`config.mk`:
```
export PLATFORM = sky130hd
export DESIGN_NAME = period_meter
export DESIGN_NICKNAME = d
export VERILOG_FILES = /design/src/rtl/period_meter.sv
export SDC_FILE = /design/constraint.sdc
export NUM_CORES = 1
export LEC_CHECK = 0
export ABC_CLOCK_PERIOD_IN_PS = 3200
export CAP_MARGIN = 20
export CORE_ASPECT_RATIO = 1.25
export CORE_MARGIN = 1.5
export CORE_UTILIZATION = 57
export CTS_BUF_LIST = sky130_fd_sc_hd__clkbuf_8 sky130_fd_sc_hd__clkbuf_16
export CTS_CLUSTER_DIAMETER = 80
export DETAILED_ROUTE_END_ITERATION = 8
export DONT_BUFFER_PORTS = 1
export PLACE_DENSITY = 0.74
export REMOVE_ABC_BUFFERS = 1
export SYNTH_ARGS = -nofsm -noshare
export SYNTH_HDL_FRONTEND = slang
export SYNTH_SLANG_ARGS = --single-unit
```
`constraint.sdc`:
```
create_clock -name clk -period 3.2 [get_ports clk]
set_clock_uncertainty 0.1 [all_clocks]
set_input_delay 0.64 -clock clk [delete_from_list [all_inputs] [get_ports clk]]
set_output_delay 0.64 -clock clk [all_outputs]
set_load 0.01 [all_outputs]
```
`src/rtl/period_meter.sv`:
```
`default_nettype none
// ============================================================================
// Module   : period_meter
// Purpose  : Recovers the period, in clk cycles, of a periodic pulse or
//            square wave on sig_in. Each rising edge of the synchronized
//            input closes one period and opens the next. Results go out on
//            a valid/ready interface; a result that cannot be delivered is
//            dropped and flagged on overrun. Silence longer than TIMEOUT
//            cycles abandons the measurement and pulses timeout.
// Ports    : clk, rst_n (async, active-low)
//            enable       - level-sensitive measurement enable
//            sig_in       - measured signal, may be asynchronous to clk
//            meas_ready   - downstream accepts meas_period
//            meas_period  - measured period [CNT_W]
//            meas_valid   - result held until accepted
//            timeout      - 1-cycle pulse, TIMEOUT cycles without an edge
//            overrun      - 1-cycle pulse, completed result dropped
// Option   : PERIOD_MINMAX_EN adds stats_clr, min_period, max_period.
// Revision : 1.0 - initial release
// ============================================================================
module period_meter #(
  parameter int CNT_W       = 32,
  parameter int TIMEOUT     = 1000000,
  parameter int SYNC_STAGES = 2
) (
  input  logic             clk,
  input  logic             rst_n,
  input  logic             enable,
  input  logic             sig_in,
  input  logic             meas_ready,
  output logic [CNT_W-1:0] meas_period,
  output logic             meas_valid,
  output logic             timeout,
  output logic             overrun
`ifdef PERIOD_MINMAX_EN
  ,
  input  logic             stats_clr,
  output logic [CNT_W-1:0] min_period,
  output logic [CNT_W-1:0] max_period
`endif
);

  localparam logic [CNT_W-1:0] TIMEOUT_C = CNT_W'(TIMEOUT);
  localparam logic [CNT_W-1:0] ONE_C     = CNT_W'(1);

  typedef enum logic [1:0] {
    IDLE    = 2'd0,
    ARM     = 2'd1,
    MEASURE = 2'd2
  } state_t;

  state_t                 state_q, state_d;
  logic [CNT_W-1:0]       cnt_q, cnt_d;
  logic [SYNC_STAGES-1:0] sync_q, sync_d;
  logic                   prev_q, prev_d;
  logic [CNT_W-1:0]       period_q, period_d;
  logic                   valid_q, valid_d;
  logic                   rise;
  logic                   result_done;

  // Synchronizer plus one extra stage for edge detection; runs regardless
  // of enable so the first edge after enabling is clean.
  assign sync_d = {sync_q[SYNC_STAGES-2:0], sig_in};
  assign prev_d = sync_q[SYNC_STAGES-1];
  assign rise   = sync_q[SYNC_STAGES-1] & ~prev_q;

  always_comb begin
    state_d     = state_q;
    cnt_d       = cnt_q;
    result_done = 1'b0;
    timeout     = 1'b0;
    case (state_q)
      IDLE: begin
        cnt_d = '0;
        if (enable) state_d = ARM;
      end
      ARM: begin
        cnt_d = '0;
        if (!enable) begin
          state_d = IDLE;
        end else if (rise) begin
          state_d = MEASURE;
          cnt_d   = ONE_C;
        end
      end
      MEASURE: begin
        if (!enable) begin
          state_d = IDLE;
          cnt_d   = '0;
        end else if (rise) begin
          // An edge wins over a simultaneous TIMEOUT count; the reload to 1
          // lets back-to-back periods run with no dead cycle.
          result_done = 1'b1;
          cnt_d       = ONE_C;
        end else if (cnt_q == TIMEOUT_C) begin
          timeout = 1'b1;
          cnt_d   = '0;
          state_d = ARM;
        end else begin
          cnt_d = cnt_q + ONE_C;
        end
      end
      default: begin
        state_d = IDLE;
        cnt_d   = '0;
      end
    endcase
  end

  // Output holding register: a pending result is never overwritten unless
  // it is being accepted in the same cycle.
  always_comb begin
    valid_d  = valid_q;
    period_d = period_q;
    overrun  = 1'b0;
    if (result_done) begin
      if (!valid_q || meas_ready) begin
        valid_d  = 1'b1;
        period_d = cnt_q;
      end else begin
        overrun = 1'b1;
      end
    end else if (valid_q && meas_ready) begin
      valid_d = 1'b0;
    end
  end

  always_ff @(posedge clk or negedge rst_n) begin
    if (!rst_n) begin
      state_q  <= IDLE;
      cnt_q    <= '0;
      sync_q   <= '0;
      prev_q   <= 1'b0;
      period_q <= '0;
      valid_q  <= 1'b0;
    end else begin
      state_q  <= state_d;
      cnt_q    <= cnt_d;
      sync_q   <= sync_d;
      prev_q   <= prev_d;
      period_q <= period_d;
      valid_q  <= valid_d;
    end
  end

  assign meas_period = period_q;
  assign meas_valid  = valid_q;

`ifdef PERIOD_MINMAX_EN
  logic [CNT_W-1:0] min_q, min_d;
  logic [CNT_W-1:0] max_q, max_d;
  logic [CNT_W-1:0] min_base;
  logic [CNT_W-1:0] max_base;

  // Clear first, then fold in a coinciding result. Dropped results count.
  always_comb begin
    min_base = stats_clr ? '1 : min_q;
    max_base = stats_clr ? '0 : max_q;
    min_d    = min_base;
    max_d    = max_base;
    if (result_done) begin
      if (cnt_q < min_base) min_d = cnt_q;
      if (cnt_q > max_base) max_d = cnt_q;
    end
  end

  always_ff @(posedge clk or negedge rst_n) begin
    if (!rst_n) begin
      min_q <= '1;
      max_q <= '0;
    end else begin
      min_q <= min_d;
      max_q <= max_d;
    end
  end

  assign min_period = min_q;
  assign max_period = max_q;
`endif

endmodule
`default_nettype wire

```
-- After elaboration in Yosys (flattened, before gate mapping)
Cells that the tools add are included.
Widths: inputs -> output; s select.
- memory bits (read-only): 0
- latch bits: 0
- memory bits (writable): 0
- memories: 0
- bits in registers: 70
- word-level logic and storage cells: 50
- output and inout bits: 35
- multipliers: 0
- divide/modulo/power cells: 0
- order comparisons: 0
- $add $sub $neg: 1
- equal/unequal tests: 8
- reductions and logical operators: 8
- muxes and demuxes: 25
- shift-type cells: 0
- bitwise operators: 2
- operator list (cell ; count):
    $mux 32 ; 3
    $pmux 32 s2 ; 1
    $add 32x1->32 const B ; 1
    $eq 32x20->1 const B ; 1
    $mux 1 ; 14
    $mux 2 ; 6
    $ne 3x3->1 const B ; 3
    $pmux 2 s3 ; 1
    $reduce_and 2->1 ; 2
    $reduce_and 4->1 ; 1
    $eq 2x1->1 const B ; 1
    $eq 2x2->1 const B ; 1
    $logic_not 2->1 ; 1
    $ne 2x1->1 const B ; 1
    $ne 2x2->1 const B ; 1
    $reduce_bool 2->1 ; 1
    $and 1x1->1 ; 1
    $logic_and 1x1->1 ; 1
    $logic_not 1->1 ; 1
    $logic_or 1x1->1 ; 1
    $not 1->1 ; 1

-- Depth between registers and ports, before layout
- word-level depth: 7
- mapped depth: 8
- gate-level depth less buffers: 7

-- Worst setup path before layout
OpenSTA, ideal clock, no wires.
- kind: register -> output
- from: reg cnt_q[0]
- to: out timeout
- required time: 2460 ps
- buffers on the path: 0
- path slack: 1159 ps
- stages on the path, launching flop included: 7
- arrival: 1301 ps
- path through: dfrtp_1 -> inv_1 -> ha_1 -> nor4bb_1 -> nand4_1 -> nor2_1 -> and2_1
- word-level cells in the longest chain between the ends: 5
- ends and longest elaborated chain (item ; line ; text):
    from (decl) ; 53 ; logic [CNT_W-1:0] cnt_q, cnt_d;
    from (signal assigned) ; 138 ; cnt_q <= cnt_d;
    $eq 32x20->1 ; 95 ; end else if (cnt_q == TIMEOUT_C) begin
    $mux 1 ; 95 ;
    $mux 1 ; 90 ; end else if (rise) begin
    $mux 1 ; 87 ; if (!enable) begin
    $mux 1 ; 72 ; case (state_q)
    to (decl) ; 33 ; output logic timeout,
Every way passes these cells.

-- Worst setup path in the final report
Ends and elaborated chain as after synthesis.

==> impl_summary.md <==
Global route
The pin count of the biggest net entering global routing is between 70 and 80. In the global route stage, overall resource usage came out at 0.2148. After global routing the overflow that remains totals 0.

The via count of the first global-routing pass was roughly 2100. The number of antenna violations at the first check in global routing is 0. The first-pass GRT wire length is ~11000 um.

Worst setup path
The element type at the critical path end is a primary output. The data arrival time of the critical path is 1860 ps. STA puts the critical path data required time at 2460 ps. The type of element launching the critical path is a flop.

The critical path is of the flop to primary output type. Of all nets on the critical path, the largest fanout is 5.

Finish
The post-synthesis to final-layout area growth is 8.779%. With fillers left out, the area of the finished cells amounts to about 3700 um2. Counting the fill cells in the layout gives 463. The final instance count without filler cells is 370.

The count of nets after finishing is just over 300. In the final layout, the share of cells above drive strength 1 is 0.2171. The repair_antennas step left the layout with diodes totalling 0.

Yosys
The synthesized netlist contains 38 unique library cells. In this run, synthesis produced a sequential element count of 70. Of the synthesized area, sequential elements account for 0.5164. The share of the synthesized area in the top cell type is 0.5164. The biggest area contributor in the post-synthesis netlist is sky130_fd_sc_hd__dfrtp_1. Of all flip-flops after synthesis, the portion carrying an async set or reset was 1.000. Yosys printed 0 warnings. After synthesis, the cell types taking the most area are sky130_fd_sc_hd__dfrtp_1 52%, sky130_fd_sc_hd__mux2_2 10%, sky130_fd_sc_hd__xnor2_1 5.9%. By count the netlist is led by 70 x sky130_fd_sc_hd__dfrtp_1, 39 x sky130_fd_sc_hd__nor2_1, 31 x sky130_fd_sc_hd__mux2_2.

The flip-flop cell with the highest count after synthesis is sky130_fd_sc_hd__dfrtp_1. Synthesis produced a netlist whose cell count is approximately 300. The most repeated cell in the gate-level netlist after synthesis is sky130_fd_sc_hd__dfrtp_1. The cell area that synthesis handed to floorplanning was between 3000 and 4000 um2. The number of enable flip-flop cells after synthesis is 0. Dividing the synthesized area by the synthesized cell count gives roughly 11 um2.

STA
Setup repair after global routing left no endpoint under its margin. The number of hold-slack violations in the final timing report is 0. In the post-route analysis, the smallest setup slack over all paths is about 600 ps.

Of the available clock period, the critical path in the final layout requires 0.8115. The max-slew violation count is 0. At the pin with the least slew margin, the transition time is around 570 ps.

The accumulated negative setup slack is 0 ps. Based on the critical path, the design can be clocked at up to 0.3851 GHz. Setup violations remaining at the end of the flow were counted as 0. For the finished layout, the period the worst path requires is about 2600 ps. Measured against its own limit, the worst slew margin works out to 0.6197.

Power and ir drop
Summing internal, switching and leakage power gives ~2.0 mW. The leakage component of the power is 1.560 nW. The total power density per cell area is approximately 530 nW/um2.

IR analysis of the VDD net gives a maximum drop of 394.1 uV.

Die
Row generation in the floorplan step produced 31 rows. The die boundary height is 89.25 um. The placeable core region is roughly 5800 um2. The number of top-level pins is 40. The die boundary width is 72.00 um.

The initial utilization of the core area, before any placement, comes to 0.5869. The total die area is roughly 6400 um2.

Route
The DRC violation count after routing is 0. The detail-routed net length per standard cell is 16.86 um. The final layout contains routed wiring with a total length of between 6000 and 7000 um. The number of nets with antenna violations after routing is 0. The number of DRC markers in iteration 0 is 177.

The detailed-route via count is 2157. The via-per-instance ratio is 5.830. The number of search-and-repair iterations in the first detailed-routing pass is 4.

Hold path
The tightest min-delay check is of the primary input to asynchronous set/reset pin type.

Clock tree
In this run the clock root is driven by a sky130_fd_sc_hd__clkbuf_8. No sink is reached through more buffers than the 2 on the longest clock path. For the worst-skew pair, the clock arrives at the later sink with an insertion delay of about 330 ps. Once the clock tree was built, the setup fixing pass inserted 0 buffers. For this design, the sink count on the clock tree is 70. After clock tree synthesis, the clock-pin slew on the worst setup and hold paths is about 70 ps.

TritonCTS built the clock tree. The clock buffer count from CTS is 9. The H-tree depth is 3.

Status
The flow ran to the end, and the final reports show no timing, DRC or antenna violations.

Place
Once placement finished, the instance area stood at ~3400 um2. Input and output buffers added on the ports amount to 0. The HPWL after detailed placement is between 4000 and 5000 um. The number of placed instances, taps included, is about 350.

OpenSTA, run right after detailed placement, puts the worst setup slack at 996.4 ps. Routability-driven placement finished with a final weighted congestion of around 0.81.

Run
The tool flagged a number of max-cap violations equal to 0.
==> layout make-up <==
| type | count | area (um2) | share of cell area |
|---|---|---|---|
| Multi-Input combinational cell | 204 | 1511 | 0.4096 |
| Inverter | 10 | 37.54 | 0.01017 |
| Timing Repair Buffer | 4 | 50.05 | 0.01356 |
| Clock inverter | 5 | 105.1 | 0.02848 |
| Sequential cell | 70 | 1752 | 0.4747 |
| Clock buffer | 11 | 151.4 | 0.04103 |
| Tap cell | 66 | 82.58 | 0.02238 |
==> critical path, cell delays in order, from the launching register on <==
cell                       delay, ps
sky130_fd_sc_hd__dfrtp_1         420
sky130_fd_sc_hd__inv_1           100
sky130_fd_sc_hd__ha_1            170
sky130_fd_sc_hd__nor4bb_1        270
sky130_fd_sc_hd__nand4_1         130
sky130_fd_sc_hd__nor2_1          230
sky130_fd_sc_hd__and2_1          210
==> power by group <==
part           total [mW]  internal, mW  switching [mW]
combinational       0.155        0.0626          0.0920
clock               0.881         0.560           0.321
sequential          0.915         0.900          0.0158
==> final timing paths <==
| check | start | end | slack, ps | cells past startpoint |
|---|---|---|---|---|
| setup / recovery | cnt_q[0] | timeout | 600 | 6 |
| hold / removal | rst_n | cnt_q[4] | 90 | 1 |
| setup reg to reg | cnt_q[2] | cnt_q[31] | 1000 | 5 |
| hold reg to reg | sync_q[0] | sync_q[1] | 250 | 0 |
| max in group asynchronous | rst_n | cnt_q[21] | 2640 | 1 |
| min in group clk | sig_in | sync_q[0] | 230 | 0 |
==> state kept, by name, summed over array words and instances, names as in the netlist <==
register	cells
meas_period	32
sync_q	2
cnt_q	32
prev_q	1
state_q	2
meas_valid	1
==> cell families after synthesis <==
family | after synthesis | share of synthesized area
AO/OA/AOI/OAI | 9 | 0.01918
XOR/XNOR | 30 | 0.07746
adder cells (fa/ha/maj) | 7 | 0.02582
buffers and inverters | 29 | 0.03873
flip-flops | 70 | 0.5164
multiplexers | 33 | 0.1096
AND/OR/NAND/NOR | 125 | 0.2128
==> layout by cell type, fill, tap and decap left out, types with 5 or more instances in the layout <==
cell / Yosys / layout
sky130_fd_sc_hd__xnor2_1: 23 / 23
sky130_fd_sc_hd__nand4_1: 12 / 12
sky130_fd_sc_hd__nor4_1: 6 / 6
sky130_fd_sc_hd__nor2_1: 39 / 39
sky130_fd_sc_hd__clkbuf_8: 0 / 11
sky130_fd_sc_hd__nand3_1: 12 / 12
sky130_fd_sc_hd__inv_1: 10 / 10
sky130_fd_sc_hd__ha_1: 7 / 7
sky130_fd_sc_hd__nand2_1: 10 / 10
sky130_fd_sc_hd__nor3_1: 9 / 9
sky130_fd_sc_hd__mux2_2: 31 / 31
sky130_fd_sc_hd__and3_1: 5 / 5
sky130_fd_sc_hd__nor4_2: 8 / 8
sky130_fd_sc_hd__xor2_1: 7 / 7
sky130_fd_sc_hd__dfrtp_1: 70 / 70
==> repair_timing <==
action,CTS,global route
resized for setup,0,0
hold endpoints to repair,70,0
setup endpoints to repair,0,0
hold buffers,1,0
==> stage by stage <==
step,hold WS (ps),utilization
floorplan,231.2,-
global placement,236.4,0.5893
detailed placement,241.8,0.5893
CTS,89.42,0.6385
global route,96.52,0.6385
finish,89.89,0.6385
==> routing by layer <==
| layer | track usage | wire [um] | vias up |
|---|---|---|---|
| met5 | 0 | 0 | - |
| met4 | 0.07204 | 20 | 0 |
| met3 | 0.05073 | 241 | 2 |
| met2 | 0.3502 | 3126 | 42 |
| met1 | 0.2856 | 2850 | 1072 |
| li1 | - | - | 1041 |
No activity file was read; power rests on OpenSTA's default activity.
